<file path="src/rtl/display_sequencer.sv">
// Panel power sequencer and frame-synchronous double-buffer swap scheduler.
// Powers the panel up as reset pulse, then wake delay, then timing start,
// then first frame, then backlight delay. Video and backlight are gated on
// frame boundaries. A renderer swap request is applied only at the end of
// the active frame.
module display_sequencer #(
    parameter int unsigned RESET_CYCLES    = 300,
    parameter int unsigned WAKE_CYCLES     = 3600000,
    parameter int unsigned BL_DELAY_FRAMES = 2
) (
    input  logic       clk_pixel,
    input  logic       rst_n,
    input  logic       enable,
    input  logic [9:0] pixel_x,
    input  logic [9:0] pixel_y,
    input  logic       swap_req,
    output logic       panel_rst_n,
    output logic       timing_rst_n,
    output logic       video_en,
    output logic       bl_en,
    output logic       front_buf,
    output logic       swap_ack,
    output logic [7:0] frame_count
);

    localparam logic [9:0]  LAST_X     = 10'd479;
    localparam logic [9:0]  LAST_Y     = 10'd799;
    localparam logic [23:0] RESET_LOAD = 24'(RESET_CYCLES);
    localparam logic [23:0] WAKE_LOAD  = 24'(WAKE_CYCLES);
    localparam logic [23:0] BL_LOAD    = 24'(BL_DELAY_FRAMES);

    typedef enum logic [2:0] {
        ST_IDLE,
        ST_RESET_ASSERT,
        ST_WAKE_WAIT,
        ST_FIRST_FRAME,
        ST_BL_WAIT,
        ST_RUN,
        ST_SHUTDOWN
    } state_e;

    state_e      state_q, state_d;
    logic [23:0] cnt_q, cnt_d;
    logic        panel_rst_n_q, panel_rst_n_d;
    logic        timing_rst_n_q, timing_rst_n_d;
    logic        video_en_q, video_en_d;
    logic        bl_en_q, bl_en_d;
    logic        front_buf_q, front_buf_d;
    logic        swap_ack_q, swap_ack_d;
    logic [7:0]  frame_count_q, frame_count_d;

    logic        frame_end;
    logic        swap_window;

    // A generator held in reset reports 0,0, but gating on our own
    // timing_rst_n keeps a stray coordinate from counting as a frame end.
    assign frame_end   = timing_rst_n_q && (pixel_x == LAST_X) && (pixel_y == LAST_Y);
    assign swap_window = (state_q == ST_BL_WAIT) || (state_q == ST_RUN);

    // Next-state, delay counter, and next value of every registered output.
    always_comb begin
        // NOTE: every _d gets a default first; a path that left one unassigned would infer a latch.
        state_d        = state_q;
        cnt_d          = cnt_q;
        panel_rst_n_d  = panel_rst_n_q;
        timing_rst_n_d = timing_rst_n_q;
        video_en_d     = video_en_q;
        bl_en_d        = bl_en_q;
        front_buf_d    = front_buf_q;
        swap_ack_d     = 1'b0;
        frame_count_d  = frame_end ? frame_count_q + 8'd1 : frame_count_q;

        // Swaps happen only at end of frame once video is live and not
        // shutting down; a request raised elsewhere stays pending.
        if (swap_window && frame_end && swap_req) begin
            front_buf_d = ~front_buf_q;
            swap_ack_d  = 1'b1;
        end

        case (state_q)
            ST_IDLE: begin
                panel_rst_n_d  = 1'b0;
                timing_rst_n_d = 1'b0;
                video_en_d     = 1'b0;
                bl_en_d        = 1'b0;
                if (enable) begin
                    state_d = ST_RESET_ASSERT;
                    cnt_d   = RESET_LOAD;
                end
            end

            ST_RESET_ASSERT: begin
                panel_rst_n_d = 1'b0;
                if (!enable) begin
                    state_d = ST_IDLE;
                end else if (cnt_q == 24'd1) begin
                    state_d       = ST_WAKE_WAIT;
                    cnt_d         = WAKE_LOAD;
                    panel_rst_n_d = 1'b1;
                end else begin
                    cnt_d = cnt_q - 24'd1;
                end
            end

            ST_WAKE_WAIT: begin
                if (!enable) begin
                    state_d       = ST_IDLE;
                    panel_rst_n_d = 1'b0;
                end else if (cnt_q == 24'd1) begin
                    state_d        = ST_FIRST_FRAME;
                    timing_rst_n_d = 1'b1;
                    frame_count_d  = 8'd0;
                end else begin
                    cnt_d = cnt_q - 24'd1;
                end
            end

            ST_FIRST_FRAME: begin
                if (!enable) begin
                    state_d = ST_SHUTDOWN;
                    bl_en_d = 1'b0;
                end else if (frame_end) begin
                    state_d    = ST_BL_WAIT;
                    video_en_d = 1'b1;
                    cnt_d      = BL_LOAD;
                end
            end

            ST_BL_WAIT: begin
                if (!enable) begin
                    state_d = ST_SHUTDOWN;
                    bl_en_d = 1'b0;
                end else if (frame_end) begin
                    if (cnt_q == 24'd1) begin
                        state_d = ST_RUN;
                        bl_en_d = 1'b1;
                    end else begin
                        cnt_d = cnt_q - 24'd1;
                    end
                end
            end

            ST_RUN: begin
                if (!enable) begin
                    state_d = ST_SHUTDOWN;
                    bl_en_d = 1'b0;
                end
            end

            // Runs to completion even if enable returns; restart goes via IDLE.
            ST_SHUTDOWN: begin
                if (frame_end) begin
                    state_d        = ST_IDLE;
                    video_en_d     = 1'b0;
                    timing_rst_n_d = 1'b0;
                    panel_rst_n_d  = 1'b0;
                end
            end

            default: begin
                state_d = ST_IDLE;
            end
        endcase
    end

    // State, counter and output registers; rst_n clears everything including buffer index and frame count.
    always_ff @(posedge clk_pixel or negedge rst_n) begin
        if (!rst_n) begin
            state_q        <= ST_IDLE;
            cnt_q          <= 24'd0;
            panel_rst_n_q  <= 1'b0;
            timing_rst_n_q <= 1'b0;
            video_en_q     <= 1'b0;
            bl_en_q        <= 1'b0;
            front_buf_q    <= 1'b0;
            swap_ack_q     <= 1'b0;
            frame_count_q  <= 8'd0;
        end else begin
            // NOTE: non-blocking so every flop samples the pre-edge value of every other flop.
            state_q        <= state_d;
            cnt_q          <= cnt_d;
            panel_rst_n_q  <= panel_rst_n_d;
            timing_rst_n_q <= timing_rst_n_d;
            video_en_q     <= video_en_d;
            bl_en_q        <= bl_en_d;
            front_buf_q    <= front_buf_d;
            swap_ack_q     <= swap_ack_d;
            frame_count_q  <= frame_count_d;
        end
    end

    assign panel_rst_n  = panel_rst_n_q;
    assign timing_rst_n = timing_rst_n_q;
    assign video_en     = video_en_q;
    assign bl_en        = bl_en_q;
    assign front_buf    = front_buf_q;
    assign swap_ack     = swap_ack_q;
    assign frame_count  = frame_count_q;

    // Structural invariants of the power sequence and swap handshake.
    a_bl_needs_video: assert property (@(posedge clk_pixel) disable iff (!rst_n)
        bl_en |-> (video_en && timing_rst_n && panel_rst_n));
    a_video_needs_timing: assert property (@(posedge clk_pixel) disable iff (!rst_n)
        video_en |-> timing_rst_n);
    a_timing_needs_panel: assert property (@(posedge clk_pixel) disable iff (!rst_n)
        timing_rst_n |-> panel_rst_n);
    a_ack_with_toggle: assert property (@(posedge clk_pixel) disable iff (!rst_n)
        swap_ack |-> (front_buf != $past(front_buf)));

endmodule

</file>
<file path="config.mk">
export PLATFORM = sky130hd
export DESIGN_NAME = display_sequencer
export DESIGN_NICKNAME = d
export VERILOG_FILES = /design/src/rtl/display_sequencer.sv
export SDC_FILE = /design/constraint.sdc
export NUM_CORES = 1
export LEC_CHECK = 0
export CAP_MARGIN = 15
export CORE_UTILIZATION = 55
export CTS_CLUSTER_SIZE = 40
export DETAILED_ROUTE_END_ITERATION = 8
export PLACE_DENSITY = 0.88
export RECOVER_POWER = 50
export SYNTH_ARGS = -nofsm -noshare
export SYNTH_HDL_FRONTEND = slang
export SYNTH_SLANG_ARGS = --single-unit
</file>
<file path="constraint.sdc">
create_clock -name clk_pixel -period 4.6 [get_ports clk_pixel]
set_input_delay 0.46 -clock clk_pixel [delete_from_list [all_inputs] [get_ports clk_pixel]]
set_output_delay 0.46 -clock clk_pixel [all_outputs]
set_load 0.01 [all_outputs]
</file>
Yosys cells after proc, flatten, opt, wreduce, memory -nomap -nowiden:

Cells that the tools add are included.

* $add $sub $neg: 2
* reductions and logical operators: 18
* equal/unequal tests: 26
* bitwise operators: 1
* multiplexer cells: 42

Operators with widths (number)
* $mux 24: 9
* $pmux 24 s5: 1
* $mux 3: 12
* $mux 8: 4
* $eq 24x1->1 const B: 1
* $ne 2x2->1 const B: 12
* $sub 24x1->24 const B: 1
* $pmux 3 s7: 1
* $reduce_and 8->1: 2
* $ne 3x3->1 const B: 4
* $reduce_and 4->1: 3
* $mux 1: 11
* $eq 10x10->1 const B: 1
* $eq 10x9->1 const B: 1
* $eq 3x3->1 const B: 3
* $pmux 1 s3: 3
* $reduce_bool 3->1: 3
* $add 8x1->8 const B: 1
* $eq 3x2->1 const B: 2
* $reduce_bool 5->1: 1
* $logic_and 1x1->1: 4
* $pmux 1 s4: 1
* $reduce_bool 4->1: 1
* $eq 3x1->1 const B: 1
* 6 further kinds: 6

* logic and storage cells: 98
* bits in registers: 41

Depth between registers and ports, before layout:

Gate-level depths: netlist (run 1).

* depth after elaboration: 7
* mapped depth: 9
* gate-level depth less buffers: 8

Worst setup path after synthesis (run 1):

Ideal clock, no wire load.

* path kind: reg2reg
* from: register cnt_q[0]
* to: register cnt_q[22]
* library setup time: 126 ps
* cell stages (with the launch flop): 9
* slack: 2407 ps
* arrival time: 2067 ps
* data required time: 4474 ps
* path buffers: 0
* period minus slack after synthesis: 2193 ps
* cell sequence: dfrtp_1 inv_1 ha_1 nor4b_2 nand4_1 or4_1 a21boi_0 o21ai_1 o31ai_1

* word-level cells in the longest chain between the ends: 5
* elaborated cells between the ends (all ways): 9
* classes of those cells: add/sub (1); eq/ne (1); mux (7)

RTL lines
* start: declaration: RTL line 43 `logic [23:0] cnt_q, cnt_d;`
* start signal: assignment: RTL line 181 `cnt_q <= cnt_d;`
* $sub 24x1->24 / $eq 24x1->1 (equally long branches)
* $mux 24: RTL line 109, 134
* $mux 24: RTL line 133 `end else if (frame_end) begin`
* $mux 24: RTL line 130 `if (!enable) begin`
* $pmux 24 s5 (*): RTL line 80 `case (state_q)`

Every way passes the cells marked *; elsewhere a longest branch is shown, timed or not. The select of a mux whose other input is x is not followed.
A chain may end at the register's enable or synchronous reset.

Worst setup path after layout (run 1):

Same ends and word-level chain as after synthesis.

==> impl_metrics.ini, run 1 <==
[timing]
fmax_mhz = 365
setup_viol_count_final = 0
fin_tns_setup_ns = 0
finalHoldViolCount = 0
slew_violations = 42
whs_ns = 0.474
rsz0062_at_grt = false
min_period_ns = 2.74
post-route-period-util_pct = 59.6
clock_skew_ns = 0.00284
slew_headroom_pct = -48.1
worst_pin_slew_ns = 2.22

[placed_design]
dp_cells = 375
gp_congestion = 0.863
place.port_buffers = 37
dp_hpwl_mm = 4.61

[synth]
yosys.area_share.xor_xnor_pct = 2.68
async_flop_share_pct = 100
synth_flop_cell = dfrtp_1
ys_ff_latch = 41
synth_commonest_cells = 41 x dfrtp_1, 35 x nand2_1, 23 x nor2_1
synthCells = 298
ys_seq_area_share_pct = 39.2
yosys.area_share.adder_pct = 1.43
yosysWarnings = 0
synth.area.top_cells = dfrtp_1 39%, nand2_1 5.0%, nor2_1 3.3%
synth_top_family_by_area = simple AND/OR/NAND/NOR gates
synth.area.mux_share_pct = 0
yosys.area_share.simple_pct = 27.3
syn_avg_cell_area_sq_um = 8.79
ys_types = 59
syn-cell-area_sq_mm = 0.00262
synth-edff-count = 0
synth_area_leader_cell = dfrtp_1
synth.most_common_cell = dfrtp_1
synth_compound_gate_area_share_pct = 26.3
syn_nets = 325
synth_top_area_share_pct = 39.2

[grt]
antenna_found_initial = 0
grt_pass1_wl_mm = 11.0
grt_use_total_pct = 27.6
grt_max_degree = 42
grt.overflow.total = 0
grt_pass1_vias = 2318

[setup_path]
crit_required_ns = 4.79
critPathMaxStageDelay_ns = 0.59
end_kind = register
critical_path.cell_chain = inv_1 > ha_1 > nor4b_2 > nand4_1 > or4_1 > a21boi_0 > o21ai_1 > o31ai_1
cp_slowest_cell = nor4b_2
crit_family = simple AND/OR/NAND/NOR gates
r2r_setup_slack_ns = 1.86
path_max_fanout = 7
critical_path_class = reg2reg
startpoint_type = register
arrival_ns = 2.93
cp_num_buf_inv = 1

[power_and_ir_drop]
power.share.sequential_pct = 37.7
total_leakage_power_nw = 1.32
p_clk_share_pct = 20.4
p_per_area_mw_per_mm2 = 419
internal_power_mw = 0.748
power_frac_comb_pct = 41.9
p_sw_share_pct = 42.4
p_total_mw = 1.30
ir_drop_mv = 0.241
power.switching_mw = 0.551

[clocking]
cts-resized-gates = 0
htreeDepth = 2
path_clk_slew_ns = 0.08
cts_tree = yes
cts_buffers = 5
worst_skew_pair.late_latency_ns = 0.30
cts_sinks = 41
cts_root_buffer = clkbuf_8
cts_buffer_depth = 2
ctsHoldBuffers = 0
cts_setup_buffers = 0

[routing]
wire_per_inst_um = 16.8
dr.pass1.iters = 9
wirelength_mm = 6.45
postRouteAntennaNets = 0
drt_iter0_markers = 283
vias_per_cell = 6.60
drc = 0
vias = 2527

[final_layout]
final_layout_size_suffix_gt1_share_pct = 6.04
diodes = 0
area_delta_synth_final_pct = 18.2
layout.nets = 357
finish.utilization_pct = 69.2
finalNonFillerCells = 383
fillers = 341

[floorplan]
dieWidth_um = 71
die_h_um = 71
io_pins = 38
start_util_pct = 58.5
die-area_sq_mm = 0.00504
fp-row-count = 24
design.core.area_sq_mm = 0.00447

[outcome]
status = finished with violations
violations = max-capacitance violations, max-slew violations

[hold_path]
hp-class = reg2reg

[run]
max_cap_violations = 1
[kinds of logic (layout without fill, tap and decap cells)]
family / Yosys count / count (layout)
DFF: 41 / 41
xor gates and xnor gates: 8 / 8
adders and majority gates: 3 / 3
buffers and inverters: 19 / 52
AOI/OAI and AO/OA: 97 / 97
and+or+nand+nor: 130 / 130
[cell type report]
cell class	count	area (sq um)	area share [%]
Clock buffer	7	96.3	3.11
Clock inverter	1	5.00	0.162
Inverter	7	26.3	0.849
Multi-Input combinational cell	238	1510	48.9
Sequential cell	41	1030	33.1
Tap cell	52	65.1	2.10
Timing Repair Buffer	37	364	11.8
[power groups by stage]
stage | clock network [mW] | logic, mW | registers [mW]
after floorplan | 0 | 0.459 | 0.443
after global placement | 0 | 0.512 | 0.489
after detailed placement | 0 | 0.532 | 0.490
after CTS | 0.269 | 0.535 | 0.484
after global routing | 0.282 | 0.600 | 0.496
final | 0.265 | 0.544 | 0.489
[path summary, 6_finish.rpt]
check / from / to / cells after the start
min: front_buf$_DFFE_PN0P_ / front_buf$_DFFE_PN0P_ / 1
max: cnt_q[0]$_DFFE_PN0P_ / cnt_q[22]$_DFFE_PN0P_ / 8
min reg2reg: front_buf$_DFFE_PN0P_ / front_buf$_DFFE_PN0P_ / 1
max reg2reg: cnt_q[0]$_DFFE_PN0P_ / cnt_q[22]$_DFFE_PN0P_ / 8
max in group asynchronous: rst_n / cnt_q[3]$_DFFE_PN0P_ / 1
min in group asynchronous: rst_n / cnt_q[8]$_DFFE_PN0P_ / 1
[through the flow]
step	setup slack, ns	cell area, sq um
after global routing	1.68	3100
final	1.86	3100
after detailed placement	1.71	3000
after floorplan	2.41	2620
after global placement	1.78	3000
after CTS	1.90	3100
[layout by cell type (no fill, tap or decap), types with 9 or more instances in the layout]
cell,count
a31oi_1,10
a21oi_1,13
clkdlybuf4s50_1,29
nor3_1,11
nor2_1,23
nand3_1,11
o21ai_0,17
nand2_1,35
nand4_1,9
dfrtp_1,41
[layer usage]
| layer | GRT usage [%] | wire length [um] | part of all wire [%] | vias to the layer above |
|---|---|---|---|---|
| li1 | - | - | - | 1212 |
| met1 | 37.8 | 2940 | 46 | 1223 |
| met2 | 43.8 | 3060 | 47 | 85 |
| met3 | 4.84 | 362 | 5.6 | 7 |
| met4 | 10.9 | 90 | 1.4 | 0 |
| met5 | 0 | 0 | 0 | - |
[state kept, by name (all words and copies together), names as in the netlist]
register,flops
frame_count,8
swap_ack,1
timing_rst_n,1
video_en,1
state_q,3
front_buf,1
panel_rst_n,1
bl_en,1
cnt_q,24
[worst reg2reg max path, delay by kind of cell (launching register included)]
| family | cells | cell delay, ns |
|---|---|---|
| adders and majority gates | 1 | 0.19 |
| AOI/OAI and AO/OA | 3 | 0.37 |
| DFF | 1 | 0.47 |
| buffers and inverters | 1 | 0.10 |
| and+or+nand+nor | 3 | 1.51 |
(Power assumes the default switching activity.)
==> run 2: changes to the inputs <==
==> constraint.sdc (replaced) <==
create_clock -name clk_pixel -period 2.86 [get_ports clk_pixel]
set_input_delay 0.286 -clock clk_pixel [delete_from_list [all_inputs] [get_ports clk_pixel]]
set_output_delay 0.286 -clock clk_pixel [all_outputs]
set_load 0.01 [all_outputs]
==> run 2 against run 1 <==
Compared with the run above: the run ends with design-rule violations, max-capacitance violations, max-slew violations left; design area rose by 2.7%; sequential share of layout area fell by 0.89 points; critical path depth did not move; register-to-register slack worse by 1.6 ns; sequential power is 60% higher; first-iteration DRC count down 2.5%; clock skew is 0.00080 ns higher; global-route usage fell by 0.40 points; combinational power up 68%; flip-flop and latch count unchanged; critical path type is now in2reg; critical endpoint is now cnt_q[12]$_DFFE_PN0P_; largest power group unchanged.
==> impl_metrics.ini, run 2 (synthesis results as in run 1) <==
[clocking]
cts_sinks = 41
cts_setup_buffers = 0
cts_buffer_depth = 2
ctsHoldBuffers = 0
worst_skew_pair.late_latency_ns = 0.30
cts_buffers = 5
path_clk_slew_ns = 0.08
cts_root_buffer = clkbuf_8
cts-resized-gates = 0
cts_tree = yes
htreeDepth = 2

[routing]
dr.pass1.iters = 9
drc = 4
wire_per_inst_um = 16.2
drt_iter0_markers = 276
wirelength_met1_mm = 2.92
highest_layer = met4
vias_per_cell = 6.60
met3_length_um = 421
vias = 2589
wl_met2_mm = 2.88
wirelength_mm = 6.33
postRouteAntennaNets = 0

[floorplan]
dieWidth_um = 71
io_pins = 38
die-area_sq_mm = 0.00504
die_h_um = 71
start_util_pct = 58.5
fp-row-count = 24
design.core.area_sq_mm = 0.00447

[power_and_ir_drop]
power.switching_mw = 0.891
p_clk_share_pct = 24.8
ir_drop_mv = 0.401
p_per_area_mw_per_mm2 = 710
p_total_mw = 2.26
total_leakage_power_nw = 1.36
p_sw_share_pct = 39.5
power.share.sequential_pct = 34.7
power_frac_comb_pct = 40.5
internal_power_mw = 1.37

[placed_design]
place.port_buffers = 37
dp_hpwl_mm = 4.56
placed_area_sq_mm = 0.00306
pre_cts_ws_ns = 0.228
dp_cells = 384
gp_congestion = 0.927

[timing]
fmax_mhz = 388
slew_violations = 42
post-route-period-util_pct = 90.1
setup_viol_count_final = 0
min_period_ns = 2.58
worst_pin_slew_ns = 2.14
clock_skew_ns = 0.00364
rsz0062_at_grt = false
whs_ns = 0.469
fin_tns_setup_ns = 0
slew_headroom_pct = -42.7
layout_setup_ws_ns = 0.283
finalHoldViolCount = 0

[grt]
grt.overflow.total = 0
grt_pass1_vias = 2372
antenna_found_initial = 0
grt_pass1_wl_mm = 10.9
grt_use_total_pct = 27.2
grt_max_degree = 42

[final_layout]
largest_reg_flops = 24
fillers = 321
postLayoutCellArea_sq_mm = 0.00318
most-common-layout-cells = 41 x dfrtp_1, 35 x nand2_1, 30 x clkdlybuf4s50_1
final_common_cell = dfrtp_1
finalNonFillerCells = 392
regMostFlops = cnt_q
diodes = 0
layout.nets = 366
finish.utilization_pct = 71.1
final_layout_size_suffix_gt1_share_pct = 8.24
area_delta_synth_final_pct = 21.5

[setup_path]
arrival_ns = 2.78
crit_required_ns = 3.06
critical_path_class = in2reg
path_max_fanout = 26
startpoint_type = input port
end_kind = register

[outcome]
status = finished with violations
violations = design-rule violations, max-capacitance violations, max-slew violations

[hold_path]
hp-class = reg2reg

[run]
max_cap_violations = 1
run 2: changes by cell type in the layout (fill, tap and decap cells not counted), sizes merged:
cell           change
buf                +9
bufinv             +2
clkbuf             -2
clkdlybuf4s50      +1
dlygate4sd3        -1
run 2: power by group through the flow:
stage	clock (mW)	sequential (mW)	combinational, mW
after floorplan	0	0.713	0.738
after global placement	0	0.788	0.870
after detailed placement	0	0.788	0.892
after CTS	0.562	0.777	0.903
after global routing	0.588	0.800	1.02
final	0.561	0.783	0.915
run 2: path summary, 6_finish.rpt:
check | startpoint | to | slack [ns] | cells past startpoint
worst max-delay path | pixel_y[9] | cnt_q[12]$_DFFE_PN0P_ | 0.28 | 8
worst min-delay path | front_buf$_DFFE_PN0P_ | front_buf$_DFFE_PN0P_ | 0.47 | 1
worst max register to register | cnt_q[16]$_DFFE_PN0P_ | cnt_q[19]$_DFFE_PN0P_ | 0.28 | 7
worst min register to register | front_buf$_DFFE_PN0P_ | front_buf$_DFFE_PN0P_ | 0.47 | 1
max in group asynchronous | rst_n | cnt_q[17]$_DFFE_PN0P_ | 1.04 | 1
min in group asynchronous | rst_n | frame_count[7]$_DFF_PN0_ | 0.60 | 1
run 2: area by class of cell:
cell class | instances | area, sq um | area share, %
flip-flops and latches | 41 | 1030 | 32.3
clock inverters | 3 | 65.1 | 2.05
clock buffers | 5 | 68.8 | 2.16
repair buffers | 46 | 432 | 13.6
multi-input cells | 238 | 1500 | 47.1
inverters | 7 | 26.3 | 0.826
well taps | 52 | 65.1 | 2.05
run 2: worst max-delay path, stage by stage:
cell	delay, ns
clkdlybuf4s50_1	0.46
or3b_1	0.37
nor4_1	0.38
buf_4	0.22
a31oi_1	0.11
o32a_4	0.38
or2_4	0.31
o31ai_1	0.25
run 2: per-layer routing:
layer / vias up / track usage [%]
met4: 0 / 12.9
li1: 1231 / -
met1: 1243 / 37.6
met5: - / 0
met2: 101 / 41.5
met3: 14 / 5.13
==> run 3: changes to the inputs <==
--- a/config.mk
+++ b/config.mk
@@ -11,6 +11,7 @@
 export DETAILED_ROUTE_END_ITERATION = 8
 export PLACE_DENSITY = 0.88
 export RECOVER_POWER = 50
+export SLEW_MARGIN = 0
 export SYNTH_ARGS = -nofsm -noshare
 export SYNTH_HDL_FRONTEND = slang
 export SYNTH_SLANG_ARGS = --single-unit
==> results of run 3 <==
Same layout as run 2: the final DEF is identical, and so are final timing and power.
